[src/rtl/gun_pkg.sv]
// Shared constants, FSM state encoding and position scaling for the gun ADC reader.
package gun_pkg;

  // Gun position width per axis, as delivered by the encoder.
  localparam int unsigned POS_W = 6;

  // Defaults: 4 ms tick at 12 MHz, and the emulated conversion time.
  localparam int unsigned TICK_DIV_DEF    = 48000;
  localparam int unsigned CONV_CYCLES_DEF = 64;

  // Reader FSM state encoding. Plain constants keep the encoding visible to
  // legacy tools; the unused code 2'b11 is decoded back to idle.
  typedef logic [1:0] gun_state_t;
  localparam gun_state_t StIdle = 2'd0;
  localparam gun_state_t StConv = 2'd1;
  localparam gun_state_t StDone = 2'd2;

  // Widen a 6-bit position to 8 bits by repeating the top bits into the low
  // bits, so that 0 maps to 0x00 and full scale maps to 0xFF.
  function automatic logic [7:0] pos_to_8bit(input logic [POS_W-1:0] pos);
    return {pos, pos[POS_W-1 -: 2]};
  endfunction

endpackage

[src/rtl/tick_divider.sv]
// Free-running tick divider: counts 0..TICK_DIV-1, produces a registered
// square wave that is high for the upper half of the period, and a strobe
// that is valid in the cycle whose clock edge makes the square wave rise.
module tick_divider #(
  parameter int unsigned TICK_DIV = 48000
) (
  input  logic clk_i,
  input  logic rst_ni,
  output logic sq_o,
  output logic rise_o
);

  localparam int unsigned CntW = (TICK_DIV > 1) ? $clog2(TICK_DIV) : 1;
  localparam logic [CntW-1:0] CntMax  = CntW'(TICK_DIV - 1);
  localparam logic [CntW-1:0] CntHalf = CntW'(TICK_DIV / 2);

  logic [CntW-1:0] cnt_q, cnt_d;
  logic            sq_q, sq_d;

  // Next count with wrap, and the square wave derived from the next count so
  // that the registered output always matches the registered counter.
  always_comb begin
    cnt_d = (cnt_q == CntMax) ? '0 : cnt_q + 1'b1;
    sq_d  = (cnt_d >= CntHalf);
  end

  // Counter and square-wave state, synchronous active-low reset.
  always_ff @(posedge clk_i) begin
    if (!rst_ni) begin
      cnt_q <= '0;
      sq_q  <= 1'b0;
    end else begin
      cnt_q <= cnt_d;
      sq_q  <= sq_d;
    end
  end

  assign sq_o   = sq_q;
  // High in the cycle before sq_o goes 0->1, so consumers can act on that same edge.
  assign rise_o = sq_d & ~sq_q;

endmodule

[src/rtl/gun_adc_reader.sv]
// Game-side reader for the emulated gun position. Generates the encoder tick,
// snapshots both axes coherently on each tick rise, and answers CPU reads
// through a start/busy/data_valid handshake with a fixed conversion latency.
module gun_adc_reader
  import gun_pkg::*;
#(
  parameter int unsigned TICK_DIV    = TICK_DIV_DEF,
  parameter int unsigned CONV_CYCLES = CONV_CYCLES_DEF
) (
  input  logic             clock_12,
  input  logic             reset_n,
  input  logic [POS_W-1:0] gun_h,
  input  logic [POS_W-1:0] gun_v,
  output logic             cnt_4ms_o,
  input  logic             start,
  input  logic             sel,
  output logic             busy,
  output logic             data_valid,
  output logic [7:0]       data_out,
  output logic             overrun
);

  localparam int unsigned ConvW = (CONV_CYCLES > 2) ? $clog2(CONV_CYCLES) : 1;
  // Loaded on acceptance; together with the DONE cycle and the registered
  // outputs this places data_valid CONV_CYCLES edges after the start edge.
  localparam logic [ConvW-1:0] ConvLoad = ConvW'(CONV_CYCLES - 2);

  logic tick_rise;

  tick_divider #(
    .TICK_DIV (TICK_DIV)
  ) u_tick_divider (
    .clk_i  (clock_12),
    .rst_ni (reset_n),
    .sq_o   (cnt_4ms_o),
    .rise_o (tick_rise)
  );

  logic [POS_W-1:0] shadow_h_q, shadow_h_d;
  logic [POS_W-1:0] shadow_v_q, shadow_v_d;
  gun_state_t       state_q, state_d;
  logic [POS_W-1:0] conv_val_q, conv_val_d;
  logic [ConvW-1:0] conv_cnt_q, conv_cnt_d;
  logic             busy_q, busy_d;
  logic             data_valid_q, data_valid_d;
  logic [7:0]       data_out_q, data_out_d;
  logic             overrun_q, overrun_d;

  // Both axes update on the same edge so a read never mixes old and new samples.
  always_comb begin
    shadow_h_d = shadow_h_q;
    shadow_v_d = shadow_v_q;
    if (tick_rise) begin
      shadow_h_d = gun_h;
      shadow_v_d = gun_v;
    end
  end

  // Conversion FSM: accept in idle, count down, publish in done.
  always_comb begin
    state_d      = state_q;
    conv_val_d   = conv_val_q;
    conv_cnt_d   = conv_cnt_q;
    busy_d       = busy_q;
    data_valid_d = 1'b0;
    data_out_d   = data_out_q;
    overrun_d    = overrun_q;
    case (state_q)
      StIdle: begin
        if (start) begin
          // The value is frozen here; later snapshots do not affect this read.
          conv_val_d = sel ? shadow_v_q : shadow_h_q;
          conv_cnt_d = ConvLoad;
          busy_d     = 1'b1;
          overrun_d  = 1'b0;
          state_d    = StConv;
        end
      end
      StConv: begin
        if (start) begin
          overrun_d = 1'b1;
        end
        if (conv_cnt_q == '0) begin
          state_d = StDone;
        end else begin
          conv_cnt_d = conv_cnt_q - 1'b1;
        end
      end
      StDone: begin
        // A start on the edge where busy falls is still treated as busy.
        if (start) begin
          overrun_d = 1'b1;
        end
        data_out_d   = pos_to_8bit(conv_val_q);
        data_valid_d = 1'b1;
        busy_d       = 1'b0;
        state_d      = StIdle;
      end
      default: begin
        state_d = StIdle;
        busy_d  = 1'b0;
      end
    endcase
  end

  // Reader state; reset aborts any conversion without issuing data_valid.
  always_ff @(posedge clock_12) begin
    if (!reset_n) begin
      shadow_h_q   <= '0;
      shadow_v_q   <= '0;
      state_q      <= StIdle;
      conv_val_q   <= '0;
      conv_cnt_q   <= '0;
      busy_q       <= 1'b0;
      data_valid_q <= 1'b0;
      data_out_q   <= '0;
      overrun_q    <= 1'b0;
    end else begin
      shadow_h_q   <= shadow_h_d;
      shadow_v_q   <= shadow_v_d;
      state_q      <= state_d;
      conv_val_q   <= conv_val_d;
      conv_cnt_q   <= conv_cnt_d;
      busy_q       <= busy_d;
      data_valid_q <= data_valid_d;
      data_out_q   <= data_out_d;
      overrun_q    <= overrun_d;
    end
  end

  assign busy       = busy_q;
  assign data_valid = data_valid_q;
  assign data_out   = data_out_q;
  assign overrun    = overrun_q;

endmodule
[config.mk]
export PLATFORM = sky130hd
export DESIGN_NAME = gun_adc_reader
export DESIGN_NICKNAME = d
export VERILOG_FILES = /design/src/rtl/gun_pkg.sv /design/src/rtl/tick_divider.sv /design/src/rtl/gun_adc_reader.sv
export SDC_FILE = /design/constraint.sdc
export NUM_CORES = 1
export LEC_CHECK = 0
export ABC_AREA = 1
export BUFFER_PORTS_ARGS = -buffer_cell sky130_fd_sc_hd__buf_2
export CAP_MARGIN = 20
export CORE_MARGIN = 2
export CORE_UTILIZATION = 35
export DETAILED_ROUTE_END_ITERATION = 16
export PLACE_DENSITY = 0.52
export SYNTH_ARGS = -nofsm -noshare
export SYNTH_HDL_FRONTEND = slang
export SYNTH_SLANG_ARGS = --single-unit
[constraint.sdc]
create_clock -name clock_12 -period 4 [get_ports clock_12]
set_clock_uncertainty 0.15 [all_clocks]
set_input_delay 0.4 -clock clock_12 [delete_from_list [all_inputs] [get_ports clock_12]]
set_output_delay 0.4 -clock clock_12 [all_outputs]
set_load 0.01 [all_outputs]
# Word level (Yosys, flattened, before mapping)
# Index checks and enable logic that the tools add are counted.
classes:
  add_sub_neg: 2
  n_lt_le_gt_ge: 1
  eq_ne: 7
  mux: 13
  bitwise_logic: 3
  n_reduce_logical: 10
op_table:
  columns: ["operator", "count"]
  rows:
  - ["6-bit 2-to-1 mux", 3]
  - ["16-bit by 1-bit adder with 16-bit output (second input constant)", 1]
  - ["16-bit equality test (second input constant)", 1]
  - ["16-bit by 15-bit greater-or-equal comparator with 1-bit output (second input constant)", 1]
  - ["16-bit 2-to-1 mux", 1]
  - ["6-bit one-hot mux with 2 select lines", 1]
  - ["6-bit zero test", 1]
  - ["2-bit != test (second input constant)", 3]
  - ["2-bit AND reduction", 3]
  - ["3-bit AND reduction", 2]
  - ["6-bit by 1-bit subtractor with 6-bit output (second input constant)", 1]
  - ["2-bit 2-to-1 mux", 2]
  - ["1-bit one-hot mux with 2 select lines", 2]
  - ["2-bit one-hot mux with 2 select lines", 1]
  - ["2-bit nonzero test", 2]
  - ["1-bit 2-to-1 mux", 3]
  - ["2-bit by 1-bit equality test with 1-bit output (second input constant)", 1]
  - ["2-bit equality test (second input constant)", 1]
  - ["2-bit zero test", 1]
  - ["2-bit by 1-bit != test with 1-bit output (second input constant)", 1]
  - ["1-bit inverter", 2]
  - ["2-bit OR reduction", 1]
  - ["1-bit bitwise AND", 1]
word_totals:
  reg_bits: 54
  in_bits: 16

# Logic depth before layout (Yosys ltp)
# Gate-level depths: netlist of run 1.
logic_depth:
  depth_word: 4
  ltp_mapped: 15
  depth_no_buf: 14

# Cells and area by module
# Synthesis of run 1 repeated with hierarchy kept, for this count alone.
hier_totals:
  cells_unflattened: 362
  area_unflattened_um2: 2549.9
modules_own_cells:
  columns: ["mod", "instances", "cells_each", "area_each_um2", "seq_area_each_um2"]
  rows:
  - ["gun_adc_reader", 1, 210, 1547.7, 700.7]
  - ["tick_divider", 1, 152, 1002.2, 340.3]

# Least setup slack after synthesis of run 1
# No wires, ideal clock.
synth_timing:
  path_type: "reg2reg"
  from: "register u_tick_divider.cnt_q[0]"
  to: "register shadow_h_q[0]"
  setup_time_ns: 0.115
  arrival_time_ns: 1.661
  required_ns: 3.735
  setup_slack_ns: 2.074
  stages_incl_launch_ff: 14
  synth_period_minus_slack_ns: 1.926
  cell_sequence: "dfxtp_1 > ha_1 > nand2_1 > nor2_2 > nand3_1 > nand2_1 > nand2_1 > nor3_2 > nand3_2 > nand2_4 > buf_8 > nand3_2 > nand2_1 > nor2_1"
synth_between:
  elab_chain_len: 4
  word_cells_on_any_way: 5
  cone_classes: "1 x add/sub; 1 x order compare; 1 x eq/ne; 1 x mux; 1 x bitwise"
synth_rtl:
  columns: ["item", "line", "text"]
  rows:
  - ["from (decl)", "tick_divider.sv:17", "logic [CntW-1:0] cnt_q, cnt_d;"]
  - ["from (signal assigned)", "tick_divider.sv:33", "cnt_q <= cnt_d;"]
  - ["16-bit by 1-bit adder with 16-bit output / 16-bit equality test (equally long branches)", "tick_divider.sv:23", "cnt_d = (cnt_q == CntMax) ? '0 : cnt_q + 1'b1;"]
  - ["16-bit 2-to-1 mux (*)", "tick_divider.sv:23", null]
  - ["16-bit by 15-bit greater-or-equal comparator with 1-bit output (*)", "tick_divider.sv:24", "sq_d = (cnt_d >= CntHalf);"]
  - ["1-bit bitwise AND (*)", "tick_divider.sv:40", "assign rise_o = sq_d & ~sq_q;"]
  - ["to (signal assigned)", "gun_adc_reader.sv:119", "shadow_h_q <= shadow_h_d;"]
  - ["to (decl)", "gun_adc_reader.sv:39", "logic [POS_W-1:0] shadow_h_q, shadow_h_d;"]
# Every way passes the cells marked *; elsewhere a longest branch is shown, timed or not.
# A chain may end at the register's enable or synchronous reset.

# Worst setup path after layout of run 1
layout_timing:
  from: "register u_tick_divider.cnt_q[0]"
  to: "register shadow_v_q[2]"
layout_between:
  elab_chain_len: 4
  word_cells_on_any_way: 5
  cone_classes: "1 x add/sub; 1 x order compare; 1 x eq/ne; 1 x mux; 1 x bitwise"
layout_rtl:
  columns: ["item", "line", "text"]
  rows:
  - ["16-bit by 1-bit adder with 16-bit output / 16-bit equality test (equally long branches)", "tick_divider.sv:23", null]
  - ["16-bit 2-to-1 mux (*)", "tick_divider.sv:23", null]
  - ["16-bit by 15-bit greater-or-equal comparator with 1-bit output (*)", "tick_divider.sv:24", null]
  - ["1-bit bitwise AND (*)", "tick_divider.sv:40", null]
  - ["to (signal assigned)", "gun_adc_reader.sv:120", "shadow_v_q <= shadow_v_d;"]
  - ["to (decl)", "gun_adc_reader.sv:40", "logic [POS_W-1:0] shadow_v_q, shadow_v_d;"]
# Marked as above.

==> results_dict.tcl, run 1 <==
set metrics [dict create \
    status "complete, no violations" \
    clock_path_buffers 2 \
    cts_hold_buf 0 \
    grt_pass1_wl_um 8928 \
    post_cts_resize_count 0 \
    synth_area_leader_cell "dfxtp_1" \
    insertedDiodeCount 0 \
    power_mw 1.129 \
    hpwlAfterDp_um 3736 \
    ys_ff_latch 52 \
    vias_per_cell 4.472 \
    drt_first_pass_iters 4 \
    dieArea_mm2 0.008041 \
    grtUsageMet3_pct 2.925 \
    multiInputGateArea_mm2 0.001251 \
    drv_cap 0 \
    async_reset_ff_share_pct 0 \
    setup_viol 0 \
    cp-end-kind "register" \
    grt-ovfl-total 0 \
    root_buffer "clkbuf_8" \
    cts.sinks 52 \
    io_buffers 27 \
    antenna_found_initial 0 \
    die_h_um 89.67 \
    avgSynthCellArea_um2 7.096 \
    synth_top_area_share_pct 40.53 \
    drv_slew 0 \
    crit_top_cell "nand2_1" \
    worstPathRequired_ns 4.06 \
    grt_pass1_vias 1936 \
    use_met1_pct 19.70 \
    rsz0062_at_grt "no" \
    timing.fmax_mhz 430.5 \
    cts_setup_buffers 0 \
    routed_wirelength_um 5309 \
    grt_usage_pct 14.07 \
    routedWlPerCell_um 10.95 \
    clkSlewWorstSetupHoldPaths_ns 0.10 \
    worst-slew-pin-transition_ns 0.8579 \
    synthTopCellsByArea "dfxtp_1 (41%), nand2_1 (10%), nor2_1 (9.2%), inv_1 (7.9%), nand3_1 (4.5%)" \
    met2_usage_pct 21.59 \
    pwr-share-clk_pct 27.5 \
    netlist_instances 362 \
    hold_violations 0 \
    yosys-top-cells-count "nand2_1 (69), nor2_1 (63), inv_1 (54), dfxtp_1 (52), nand3_1 (23)" \
    cp-start-kind "register" \
    dpl_cell_area_mm2 0.002758 \
    max-vdd-ir-drop_uv 148.0 \
    fin_crit_ns 2.323 \
    arrival_ns 2.38 \
    n_fill_cell 776 \
    synth_nets 385 \
    cts_tree "done" \
    power_frac_seq_pct 53.0 \
    io_pins 28 \
    layout_setup_ws_ns 1.677 \
    path_delay_family "simple AND/OR/NAND/NOR gates" \
    numCtsBuffers 5 \
    path_class "reg2reg" \
    drive_above_1_share_pct 14.77 \
    final_net_count 408 \
    p_int_uw 776.6 \
    synth_ff_type "dfxtp_1" \
    dieWidth_um 89.67 \
    grt_max_degree 30 \
    seq_area_mm2 0.001041 \
    drtAntennaViolNets 0 \
    critPathMaxFanout 24 \
    yosysWarnings 0 \
    max-slew-margin-rel_pct 42.74 \
    max_stage_delay_ns 0.39 \
    netlist-cell-type-count 31 \
    crit_buf_inv 0 \
    syn_area_mm2 0.002569 \
    fin_area_mm2 0.002849 \
    cp_slowest_cell "dfxtp_1" \
    comb_power_share_pct 19.5 \
    cts-htree-levels 2 \
    period_share_pct 58.07 \
    routed-via-count 2169 \
    synth_edf_count 0 \
    holdWs_ns 0.2036 \
    gp_congestion 0.8387 \
    hp-class "in2reg" \
    seq_area_frac_synth_pct 40.53 \
    p_sw_share_pct 31.18 \
    drc 0 \
    leakagePower_nw 1.284 \
    clk_latency_ns 0.31 \
    drt_iter0_drc 102 \
    rows 31 \
    power.net_switching_uw 351.9 \
    pre_cts_slack_ns 1.705 \
    yosys.cell_count.top_type "nand2_1" \
    p_per_area_mw_per_mm2 396.1 \
    busiest_layer "met2" \
    synthToLayoutAreaGrowth_pct 10.91 \
    core_mm2 0.007176 \
    initial_core_util_pct 35.80 \
    setup_tns_ns 0 \
    crit_chain "ha_1 -> nand2_1 -> nor2_2 -> nand2_1 -> nand2_1 -> nand2_1 -> nor2_1 -> nand2_1 -> nand2_1 -> nand3_2 -> nand2_4 -> nand3_1 -> nand2_1 -> nor2_1" \
]
[area by class of cell]
type | instances | share of cell area [%]
Multi-Input combinational cell | 244 | 43.92
Sequential cell | 52 | 36.54
Inverter | 55 | 7.246
Timing Repair Buffer | 27 | 4.743
Tap cell | 99 | 4.348
Clock buffer | 5 | 2.415
Clock inverter | 3 | 0.7905
[metal layers]
metal / up-vias / part of all wire, %
met1: 934 / 53
met2: 38 / 42
met4: 0 / 1.3
met5: - / 0
met3: 5 / 3.6
li1: 1192 / -
[power groups by stage]
stage | Combinational [mW] | Clock [mW] | Sequential [mW]
6_report | 0.221 | 0.310 | 0.598
5_1_grt | 0.259 | 0.344 | 0.605
4_1_cts | 0.224 | 0.324 | 0.598
3_5_place_dp | 0.223 | 0 | 0.609
3_3_place_gp | 0.220 | 0 | 0.609
2_1_floorplan | 0.156 | 0 | 0.613
[placed cells by master, fill, tap and decap left out, types with 2 or more instances in the layout]
cell type and count:
ha_1 7, nor3_1 3, a21oi_2 2, nand3_1 23
buf_2 27, o211ai_1 7, dfxtp_1 52, nor2_4 3
inv_1 54, o21ai_0 13, clkbuf_8 5, a31oi_1 3
nand3_2 9, nor2_2 4, nand4_1 9, nor2_1 63
a21oi_1 18, nand2_1 69, nand2_2 2, xor2_1 2
[worst register-to-register path, cell delays in order, from the launching register on]
cell,delay (ns)
dfxtp_1,0.39
ha_1,0.21
nand2_1,0.11
nor2_2,0.26
nand2_1,0.10
nand2_1,0.06
nand2_1,0.07
nor2_1,0.10
nand2_1,0.05
nand2_1,0.10
nand3_2,0.12
nand2_4,0.26
nand3_1,0.12
nand2_1,0.09
nor2_1,0.04
[sequential cells by signal, summed over array words and instances, names as in the netlist, 2 cells and up]
| signal | count |
|---|---|
| data_out | 6 |
| u_tick_divider.cnt_q | 16 |
| shadow_h_q | 6 |
| shadow_v_q | 6 |
| conv_cnt_q | 6 |
| state_q | 2 |
| conv_val_q | 6 |
[metrics by stage]
stage	utilization, %	std cells
after global routing	39.70	485
after CTS	39.70	485
after detailed placement	38.43	477
after floorplan	-	362
final	39.70	485
after global placement	38.43	477
[path summary, 6_finish.rpt]
| check | start | cells past startpoint | to | slack, ns |
|---|---|---|---|---|
| worst min-delay path | start | 3 | overrun$_SDFFE_PN0P_ | 0.20 |
| worst max-delay path | u_tick_divider.cnt_q[0]$_SDFF_PN0_ | 14 | shadow_v_q[2]$_SDFFE_PN0P_ | 1.68 |
| worst max register to register | u_tick_divider.cnt_q[0]$_SDFF_PN0_ | 14 | shadow_v_q[2]$_SDFFE_PN0P_ | 1.68 |
| worst min register to register | conv_cnt_q[0]$_SDFFE_PN0P_ | 1 | conv_cnt_q[0]$_SDFFE_PN0P_ | 0.31 |
[kinds of logic after synthesis]
group	after synthesis	share of synthesized area (%)
flip-flops	52	40.53
adder cells (fa/ha/maj)	7	3.409
XOR/XNOR	3	1.023
AO/OA/AOI/OAI	46	10.33
buffers and inverters	66	10.76
AND/OR/NAND/NOR	188	33.95
Note: power is estimated with default switching activity, not from simulation.
==> run 2, diff against run 1 <==
--- a/config.mk
+++ b/config.mk
@@ -11,7 +11,7 @@
 export CORE_MARGIN = 2
 export CORE_UTILIZATION = 35
 export DETAILED_ROUTE_END_ITERATION = 16
-export PLACE_DENSITY = 0.52
+export PLACE_DENSITY = 0.54
 export SYNTH_ARGS = -nofsm -noshare
 export SYNTH_HDL_FRONTEND = slang
 export SYNTH_SLANG_ARGS = --single-unit
==> constraint.sdc (replaced) <==
create_clock -name clock_12 -period 1.96 [get_ports clock_12]
set_clock_uncertainty 0.15 [all_clocks]
set_input_delay 0.196 -clock clock_12 [delete_from_list [all_inputs] [get_ports clock_12]]
set_output_delay 0.196 -clock clock_12 [all_outputs]
set_load 0.01 [all_outputs]
==> run 2 against run 1 <==
Compared with the run above: the run now ends with setup timing left; non-clock buffer count up 45; sequential share of layout area decreased by 5.8 points; worst hold slack lost 0.17 ns; clock power grew 110%; final area is 22% higher; via count up 10%; combinational power is 120% higher; routed wire length rose by 12%; critical path depth fell by 1; count of clock-buffer cells in the layout unchanged; cell count grew 9.3%.
==> results_dict.tcl, run 2 (synthesized netlist as in run 1, its figures left out) <==
set metrics [dict create \
    dieWidth_um 89.67 \
    grtUsageMet3_pct 3.016 \
    max_stage_delay_ns 0.36 \
    fin_crit_ns 2.006 \
    max-slew-margin-rel_pct 76.91 \
    io_pins 28 \
    clock_path_buffers 2 \
    cts.sinks 52 \
    hpwlAfterDp_um 4139 \
    drtAntennaViolNets 0 \
    cp-end-kind "register" \
    leakagePower_nw 1.563 \
    hold_violations 0 \
    synthToLayoutAreaGrowth_pct 34.97 \
    cts_tree "done" \
    io_buffers 27 \
    grt-ovfl-total 0 \
    antenna_found_initial 0 \
    insertedDiodeCount 0 \
    status "finished with violations" \
    grt_usage_pct 15.75 \
    cts-htree-levels 2 \
    initial_core_util_pct 35.80 \
    n_fill_cell 714 \
    hp-class "in2reg" \
    pwr-share-clk_pct 27.7 \
    drt_first_pass_iters 4 \
    layout_common_cells "inv_1 (54), nor2_1 (54), nand2_1 (51), buf_4 (40), dfxtp_1 (39)" \
    grt_max_degree 29 \
    hold_end "shadow_h_q[2]$_SDFFE_PN0P_" \
    layout_setup_ws_ns -0.04554 \
    r2r-end "shadow_h_q[3]$_SDFFE_PN0P_" \
    path_class "reg2reg" \
    die_h_um 89.67 \
    drv_cap 0 \
    cp_slowest_cell "dfxtp_2" \
    dpl_cell_area_mm2 0.003018 \
    hp-start "gun_h[2]" \
    setup_viol 12 \
    largest_reg_flops 16 \
    critPathMaxFanout 9 \
    worst-slew-pin-transition_ns 0.3460 \
    drc 0 \
    arrival_ns 2.08 \
    post-place-cells 510 \
    fin_area_mm2 0.003467 \
    numCtsBuffers 5 \
    busiest_layer "met2" \
    reg2reg_setup_slack_ns -0.05 \
    timing.fmax_mhz 498.6 \
    routed-via-count 2391 \
    grt_pass1_vias 2232 \
    timing.rr.start "u_tick_divider.cnt_q[0]$_SDFF_PN0_" \
    final_net_count 453 \
    met2_usage_pct 24.20 \
    power_frac_seq_pct 51.5 \
    largest_register "u_tick_divider.cnt_q" \
    p_per_area_mw_per_mm2 684.1 \
    vias_per_cell 4.511 \
    use_met1_pct 21.92 \
    routed_wirelength_um 5936 \
    root_buffer "clkbuf_8" \
    clk_latency_ns 0.31 \
    dieArea_mm2 0.008041 \
    routedWlPerCell_um 11.20 \
    instances_no_fill 530 \
    max-vdd-ir-drop_uv 268.4 \
    gp_congestion 0.8726 \
    rows 31 \
    drv_slew 0 \
    p_int_mw 1.614 \
    grt_pass1_wl_um 9942 \
    worstPathRequired_ns 2.03 \
    crit_chain "ha_4 -> nand2_4 -> nor2_4 -> nand3_2 -> nand2_2 -> nand2_4 -> nor3_4 -> nand3_4 -> nand2_8 -> buf_12 -> nand3_2 -> nand2_1 -> nor2_1" \
    clkSlewWorstSetupHoldPaths_ns 0.10 \
    rsz0062_at_grt "yes" \
    violations "setup timing" \
    drive_above_1_share_pct 35.27 \
    drt_iter0_drc 67 \
    hold_depth 5 \
    power.net_switching_uw 758.1 \
    core_mm2 0.007176 \
    p_sw_share_pct 31.96 \
    period_share_pct 102.3 \
    reg2reg_depth 13 \
    comb_power_share_pct 20.8 \
    cp-start-kind "register" \
]
-- run 2: layer usage --
metal | routed length [um] | vias up
li1 | - | 1283
met1 | 3012 | 1062
met2 | 2621 | 40
met3 | 219 | 6
met4 | 83 | 0
met5 | 0 | -
-- run 2: layout make-up --
type	instances	area, um2	share of cell area [%]
tap	99	123.9	3.573
inverter	55	206.4	5.955
timing repair buffer	72	515.5	14.87
clock buffer	5	68.82	1.985
multi-input combinational	244	1460	42.11
clock inverter	3	27.53	0.7939
sequential	52	1065	30.71
-- run 2: what timing repair did --
item	CTS	global route
cloned	1	0
resized for setup	39	35
hold buffers	1	0
pin swaps	16	17
endpoints found under the hold margin	1	0
setup buffers	6	4
setup endpoints to repair	12	15
-- run 2: stage by stage --
stage               hold WS [ns]  total power, mW  utilization [%]  TNS, ns  worst slack [ns]
global route             0.05779            2.540            48.32   -2.089           -0.1796
finish                   0.03287            2.372            48.32  -0.3946          -0.04554
floorplan                 0.1931            1.570                -        0           0.03436
CTS                      0.03133            2.385            46.19  -0.4860          -0.05367
global placement          0.2910            1.698            42.06   -1.154           -0.1198
detailed placement        0.2970            1.707            42.06   -1.436           -0.1489
-- run 2: critical path: cells and delay by family, from the launching register on --
family        cells  cell delay, ns
buf+inv           1            0.13
fa+ha+maj         1            0.17
simple gates     11            1.09
flops             1            0.36
-- run 2: power groups by stage --
stage	clock (mW)	sequential, mW	combinational [mW]
global route	0.727	1.24	0.576
global placement	0	1.24	0.456
detailed placement	0	1.24	0.463
floorplan	0	1.25	0.319
finish	0.656	1.22	0.494
CTS	0.688	1.22	0.474
-- run 2: worst max path at each step --
stage,slack [ns],endpoint,startpoint,cells after the start
detailed placement,-0.15,shadow_v_q[4]$_SDFFE_PN0P_,u_tick_divider.cnt_q[0]$_SDFF_PN0_,15
floorplan,0.03,shadow_h_q[0]$_SDFFE_PN0P_,u_tick_divider.cnt_q[0]$_SDFF_PN0_,13
global route,-0.18,shadow_v_q[2]$_SDFFE_PN0P_,u_tick_divider.cnt_q[0]$_SDFF_PN0_,13
global placement,-0.12,shadow_v_q[5]$_SDFFE_PN0P_,u_tick_divider.cnt_q[0]$_SDFF_PN0_,15
finish,-0.05,shadow_h_q[3]$_SDFFE_PN0P_,u_tick_divider.cnt_q[0]$_SDFF_PN0_,13
CTS,-0.05,shadow_v_q[2]$_SDFFE_PN0P_,u_tick_divider.cnt_q[1]$_SDFF_PN0_,15
